## config.mk

```make
export PLATFORM = sky130hd
export DESIGN_NAME = mul_div_seq
export DESIGN_NICKNAME = d
export VERILOG_FILES = /design/src/rtl/mul_div_seq_pkg.sv /design/src/rtl/add_sub.sv /design/src/rtl/mul_div_seq.sv
export SDC_FILE = /design/constraint.sdc
export NUM_CORES = 1
export LEC_CHECK = 0
export CAP_MARGIN = 20
export CORE_MARGIN = 8
export CORE_UTILIZATION = 60
export CTS_BUF_LIST = sky130_fd_sc_hd__clkbuf_8
export DETAILED_ROUTE_END_ITERATION = 8
export HOLD_SLACK_MARGIN = 0.05
export PLACE_DENSITY = 0.9
export SLEW_MARGIN = 25
export SYNTH_ARGS = -nofsm -noshare
export SYNTH_HDL_FRONTEND = slang
export SYNTH_HIERARCHICAL = 1
export SYNTH_SLANG_ARGS = --single-unit
```

## constraint.sdc

```tcl
create_clock -name clk -period 9.5 [get_ports clk]
set_clock_uncertainty 0.05 [all_clocks]
set_input_delay 1.9 -clock clk [delete_from_list [all_inputs] [get_ports clk]]
set_output_delay 1.9 -clock clk [all_outputs]
set_load 0.03 [all_outputs]
```

## src/rtl/mul_div_seq_pkg.sv

```systemverilog
// ============================================================================
// Module   : mul_div_seq_pkg
// Purpose  : Shared types and constants for the sequential multiply/divide unit
// Revision : 1.0 - initial release
// ============================================================================
`default_nettype none

package mul_div_seq_pkg;

   localparam int WIDTH = 4;
   localparam int ITERS = 4;

   localparam logic OP_MUL = 1'b0;
   localparam logic OP_DIV = 1'b1;

   typedef enum logic [1:0] {
      IDLE = 2'd0,
      RUN  = 2'd1,
      DONE = 2'd2
   } state_t;

endpackage

`default_nettype wire

```

## src/rtl/add_sub.sv

```systemverilog
// ============================================================================
// Module   : add_sub
// Purpose  : Ripple add/subtract; M=0 gives A+B, M=1 gives A-B (C=1 means no borrow)
// Revision : 1.0 - initial release
// ============================================================================
`default_nettype none

module add_sub #(
   parameter int WIDTH = 4
) (
   input  logic [WIDTH-1:0] A,
   input  logic [WIDTH-1:0] B,
   input  logic             M,
   output logic [WIDTH-1:0] S,
   output logic             C
);

   logic [WIDTH-1:0] w_b;

   // Two's-complement subtract: invert B and inject M as the carry-in.
   assign w_b    = B ^ {WIDTH{M}};
   assign {C, S} = {1'b0, A} + {1'b0, w_b} + {{WIDTH{1'b0}}, M};

endmodule

`default_nettype wire

```

## src/rtl/mul_div_seq.sv

```systemverilog
// ============================================================================
// Module   : mul_div_seq
// Purpose  : Fixed-latency shift-add multiplier / restoring divider over one add_sub
// Revision : 1.0 - initial release
// ============================================================================
`default_nettype none

module mul_div_seq
   import mul_div_seq_pkg::*;
#(
   parameter int WIDTH = mul_div_seq_pkg::WIDTH
) (
   input  logic               clk,
   input  logic               rst,
   input  logic               start,
   input  logic               op,
   input  logic [WIDTH-1:0]   a,
   input  logic [WIDTH-1:0]   b,
   output logic               busy,
   output logic               done,
   output logic [2*WIDTH-1:0] result,
   output logic               div_by_zero
);

   state_t             r_state;
   state_t             w_state_nxt;
   logic [1:0]         r_cnt;
   logic               r_op;
   logic [WIDTH-1:0]   r_a;
   logic [WIDTH-1:0]   r_b;
   logic [WIDTH-1:0]   r_acc;
   logic [WIDTH-1:0]   r_q;
   logic [2*WIDTH-1:0] r_result;
   logic               r_dbz;

   logic               w_last;
   logic [WIDTH-1:0]   w_shl_r;
   logic               w_t;
   logic [WIDTH-1:0]   w_as_a;
   logic [WIDTH-1:0]   w_as_b;
   logic [WIDTH-1:0]   w_as_s;
   logic               w_as_c;
   logic [WIDTH:0]     w_mul_sum;
   logic [WIDTH-1:0]   w_acc_nxt;
   logic [WIDTH-1:0]   w_q_nxt;

   assign w_last  = (r_cnt == 2'(ITERS - 1));
   assign w_shl_r = {r_acc[WIDTH-2:0], r_q[WIDTH-1]};
   assign w_t     = r_acc[WIDTH-1];

   // The single adder is shared: multiply adds a to acc, divide subtracts b from shifted r.
   assign w_as_a = (r_op == OP_DIV) ? w_shl_r : r_acc;
   assign w_as_b = (r_op == OP_DIV) ? r_b : r_a;

   add_sub #(
      .WIDTH (WIDTH)
   ) u_add_sub (
      .A (w_as_a),
      .B (w_as_b),
      .M (r_op),
      .S (w_as_s),
      .C (w_as_c)
   );

   always_comb begin
      w_mul_sum = {1'b0, r_acc};
      w_acc_nxt = r_acc;
      w_q_nxt   = r_q;
      if (r_op == OP_MUL) begin
         if (r_q[0]) begin
            w_mul_sum = {w_as_c, w_as_s};
         end
         w_acc_nxt = w_mul_sum[WIDTH:1];
         w_q_nxt   = {w_mul_sum[0], r_q[WIDTH-1:1]};
      end else begin
         // A shifted-out 1 means r already exceeds b, so the subtract is always valid.
         if (w_t || w_as_c) begin
            w_acc_nxt = w_as_s;
            w_q_nxt   = {r_q[WIDTH-2:0], 1'b1};
         end else begin
            w_acc_nxt = w_shl_r;
            w_q_nxt   = {r_q[WIDTH-2:0], 1'b0};
         end
      end
   end

   always_comb begin
      w_state_nxt = r_state;
      busy        = 1'b0;
      done        = 1'b0;
      case (r_state)
         IDLE: begin
            if (start) begin
               w_state_nxt = RUN;
            end
         end
         RUN: begin
            busy = 1'b1;
            if (w_last) begin
               w_state_nxt = DONE;
            end
         end
         DONE: begin
            busy        = 1'b1;
            done        = 1'b1;
            w_state_nxt = IDLE;
         end
         default: begin
            w_state_nxt = IDLE;
         end
      endcase
   end

   always_ff @(posedge clk) begin
      if (rst) begin
         r_state  <= IDLE;
         r_cnt    <= 2'd0;
         r_op     <= 1'b0;
         r_a      <= '0;
         r_b      <= '0;
         r_acc    <= '0;
         r_q      <= '0;
         r_result <= '0;
         r_dbz    <= 1'b0;
      end else begin
         r_state <= w_state_nxt;
         case (r_state)
            IDLE: begin
               if (start) begin
                  r_op  <= op;
                  r_a   <= a;
                  r_b   <= b;
                  r_acc <= '0;
                  r_q   <= (op == OP_DIV) ? a : b;
                  r_cnt <= 2'd0;
               end
            end
            RUN: begin
               r_acc <= w_acc_nxt;
               r_q   <= w_q_nxt;
               r_cnt <= r_cnt + 2'd1;
               if (w_last) begin
                  r_result <= {w_acc_nxt, w_q_nxt};
                  r_dbz    <= (r_op == OP_DIV) && (r_b == '0);
               end
            end
            default: begin
            end
         endcase
      end
   end

   assign result      = r_result;
   assign div_by_zero = r_dbz;

endmodule

`default_nettype wire

```

==> summary.txt <==
Critical path
  • WP data required: 7.55 ns
  • Setup CP Type: flop to primary output
  • CP startpoint kind: flop
  • CP Max Fanout: 3
  • Critical-path top delay cell: clkdlybuf4s50_1
  • Reg-to-reg startpoint: r_op
  • WP buf/inv: 2
  • R2r worst-path depth: 9
  • Flop2flop setup slack: 6.11 ns
  • CP endpoint: busy
  • Worst Setup SP: r_state[1]
  • CP Capture Type: primary output
  • Crit path cell chain: inv_1, ha_1, clkdlybuf4s50_1
  • Worst R2R End: r_acc[2]
  • Critical path's largest stage delay: 0.66 ns
  • CP arrival: 1.64 ns
  • Delay-heaviest family, CP: buffers and inverters
  • Crit path depth: 3

Final layout
  • Area growth from synthesis to layout: 15.8%
  • Register area: 601 um2
  • Nets: 229
  • Fraction of layout cells with a size suffix above 1: 10.5%
  • Fill count: 203
  • Multi-input logic area: 0.00108 mm2
  • N_diodes: 0
  • Fin util: 73.4%

Logic synthesis
  • Seq/Total Area, Yosys: 34.1%
  • Syn Area/Cell: 9.28 um2
  • Net count after synthesis: 210
  • Post-Synthesis Cell Area: 0.00176 mm2
  • Syn Inst Count: 190
  • FF+latch count, synth: 30
  • Synth Warn #: 6
  • Synth unique cells: 49

Timing
  • Hold Fails Final Rpt: 0
  • Maximum clock frequency: 279 MHz
  • Hold slack: 0.404 ns
  • Worst-margin pin slew: 0.580 ns
  • RSZ-0062 raised after global routing: false
  • Final Max Tran Viols: 0
  • Min Tclk post-route: 3.59 ns
  • Post-route clock period utilization: 37.7%
  • Max-slew headroom: 61.3%
  • Setup TNS: 0 ns
  • Endpoints failing setup: 0

Die
  • Starting Density: 63.4%
  • Ports: 23
  • Die H: 70.2 um
  • Core Region: 0.00278 mm2
  • Width of the die: 70.2 um
  • DIE AREA: 0.00493 mm2
  • Std cell rows: 19

Clocking
  • Resized cells post-CTS: 0
  • Htree depth: 2
  • Clock transition at path regs: 0.06 ns
  • Hold buffer count at CTS: 0
  • Postcts setup bufs: 0
  • Clk Latency, worst-skew pair: 0.28 ns
  • Clock buffer depth: 2
  • # clock sinks: 30
  • CTS Root Cell: clkbuf_8
  • CTS tree: done
  • CTS Buf Count: 5

Detailed routing
  • TritonRoute pass-1 iters: 4
  • WL per Instance: 16.6 um
  • Via count: 1,491
  • Starting DRT DRC Count: 144
  • DRC violations left: 0
  • Final wirelength: 3990 um
  • Post-DRT Antenna Nets: 0
  • Drt via density: 6.21

Power
  • Clk network pwr share: 31.5%
  • Switching portion of total power: 28.0%
  • P_sw: 80.4 uW
  • Flop pwr share: 47.7%
  • Cell Int Power: 206 uW
  • Cell Pwr Density: 140 mW/mm2
  • Maximum VDD drop: 0.000132 V
  • Lkg Pwr: 0.000785 uW
  • Comb power frac: 20.8%

GRT
  • Largest net degree at the start of global routing: 34
  • Number of global-route vias before repair: 1,528
  • First-pass GRT wire length: 6740 um
  • Initial antenna violation count: 0
  • Gr usage total: 16.4%
  • GRT overflow: 0

Run status
  • Status: finished, final reports clean

Hold path
  • Worst hold path class: flop to flop
  • Cells on Worst Hold Path: 2

Placed design
  • Routability cong.: 0.886
  • IO buf count: 22
  • Final HPWL DP: 2990 um

Flow run
  • Max-Cap Viols: 0
[sequential cells by signal, summed over array words and instances, names as in the netlist]
| register | cells |
|---|---|
| div_by_zero | 1 |
| r_state | 2 |
| r_b | 4 |
| r_acc | 4 |
| r_op | 1 |
| r_a | 4 |
| result | 8 |
| r_q | 4 |
| r_cnt | 2 |
[per-layer routing]
layer / track usage, % / vias to the layer above / wire [um]
met5: 0 / - / 0
met4: 8.04 / 0 / 77
met3: 5.51 / 9 / 267
met2: 28.1 / 52 / 1970
met1: 17.4 / 692 / 1670
li1: - / 738 / -
[cells in the mapped netlist, drive strengths merged]
library cell	number	area share, %
dfxtp	30	34
nand2	24	5.1
o2111ai	1	0.50
nand4	2	0.71
nand3b	5	2.1
and3	1	0.36
a31oi	1	0.36
nor2	7	1.5
a32oi	2	0.99
nor4b	1	0.50
buf	6	2.3
clkbuf	5	1.1
xor2	5	2.5
a221o	1	0.57
o31ai	3	1.3
mux2i	6	3.6
or4	1	0.43
o21ai	2	0.57
nor3b	2	0.85
a2bb2o	1	1.1
a211oi	6	2.8
nor4	1	0.36
o211ai	1	0.43
ha	7	5.0
o21bai	1	0.43
or2	1	0.36
nor2b	2	1.1
a21oi	19	5.4
o2bb2ai	3	1.5
and4bb	1	0.71
nand3	1	0.28
a211o	1	0.50
mux2	17	11
inv	5	1.1
o221ai	3	1.8
nand2b	6	2.1
nor3	1	0.28
and2	2	0.71
or3	2	0.71
or4b	3	1.7
fa	1	1.1
[per-stage QoR]
step | instances | cell area (um2) | total power, uW | setup slack (ns)
detailed placement | 233 | 1970 | 198 | 5.61
global route | 240 | 2040 | 299 | 5.86
global placement | 233 | 1970 | 195 | 5.71
floorplan | 190 | 1760 | 183 | 6.27
finish | 240 | 2040 | 287 | 5.91
CTS | 240 | 2050 | 288 | 5.90
[worst register-to-register path: stages (launching register included)]
cell and delay, ns:
dfxtp_1 0.56, buf_4 0.35, mux2_1 0.41, mux2_4 0.33, fa_1 0.40, a21oi_1 0.16
o21bai_1 0.17, or4b_1 0.52, o221ai_2 0.10, a2bb2o_4 0.23
[final cells by class]
| type | count | area share (%) |
|---|---|---|
| Multi-Input combinational cell | 144 | 53.1 |
| Sequential cell | 30 | 29.4 |
| Timing Repair Buffer | 23 | 10.9 |
| Clock buffer | 5 | 3.37 |
| Tap cell | 31 | 1.90 |
| Inverter | 5 | 0.919 |
| Clock inverter | 2 | 0.368 |
[cell usage in the layout, fill, tap and decap left out, types with 3 or more instances in the layout]
master / count
o31ai_1: 3
nand2_1: 24
o2bb2ai_1: 3
inv_1: 6
a21oi_1: 19
clkdlybuf4s50_1: 21
nand2b_1: 6
mux2i_1: 5
ha_1: 7
nor2_1: 7
a211oi_1: 5
xor2_1: 5
clkbuf_8: 5
mux2_1: 9
nand3b_1: 5
mux2_2: 7
dfxtp_1: 30
or4b_1: 3
[kinds of logic (layout without fill, tap and decap cells)]
logic type | after synthesis | after routing | synth area share, %
DFF | 30 | 30 | 34.1
muxes | 23 | 23 | 14.7
AOI/OAI and AO/OA | 45 | 45 | 18.3
buffers and inverters | 16 | 35 | 4.40
adders and majority gates | 8 | 8 | 6.10
and+or+nand+nor | 63 | 63 | 19.9
xor gates and xnor gates | 5 | 5 | 2.48
[how the worst min path moves through the flow]
| stage | end | startpoint |
|---|---|---|
| after floorplan | r_a[0] | r_a[0] |
| after CTS | r_a[0] | r_a[0] |
| after global placement | r_a[0] | r_a[0] |
| after global routing | r_a[1] | r_a[1] |
| after detailed placement | r_a[0] | r_a[0] |
| final | r_a[0] | r_a[0] |
[power by group through the flow]
| stage | clock network, uW | logic [uW] | registers [uW] |
|---|---|---|---|
| global route | 97.4 | 64.5 | 137 |
| CTS | 91.9 | 59.2 | 137 |
| floorplan | 0 | 46.1 | 137 |
| detailed placement | 0 | 58.9 | 139 |
| finish | 90.3 | 59.6 | 137 |
| global placement | 0 | 55.8 | 139 |
(Power assumes the default switching activity.)
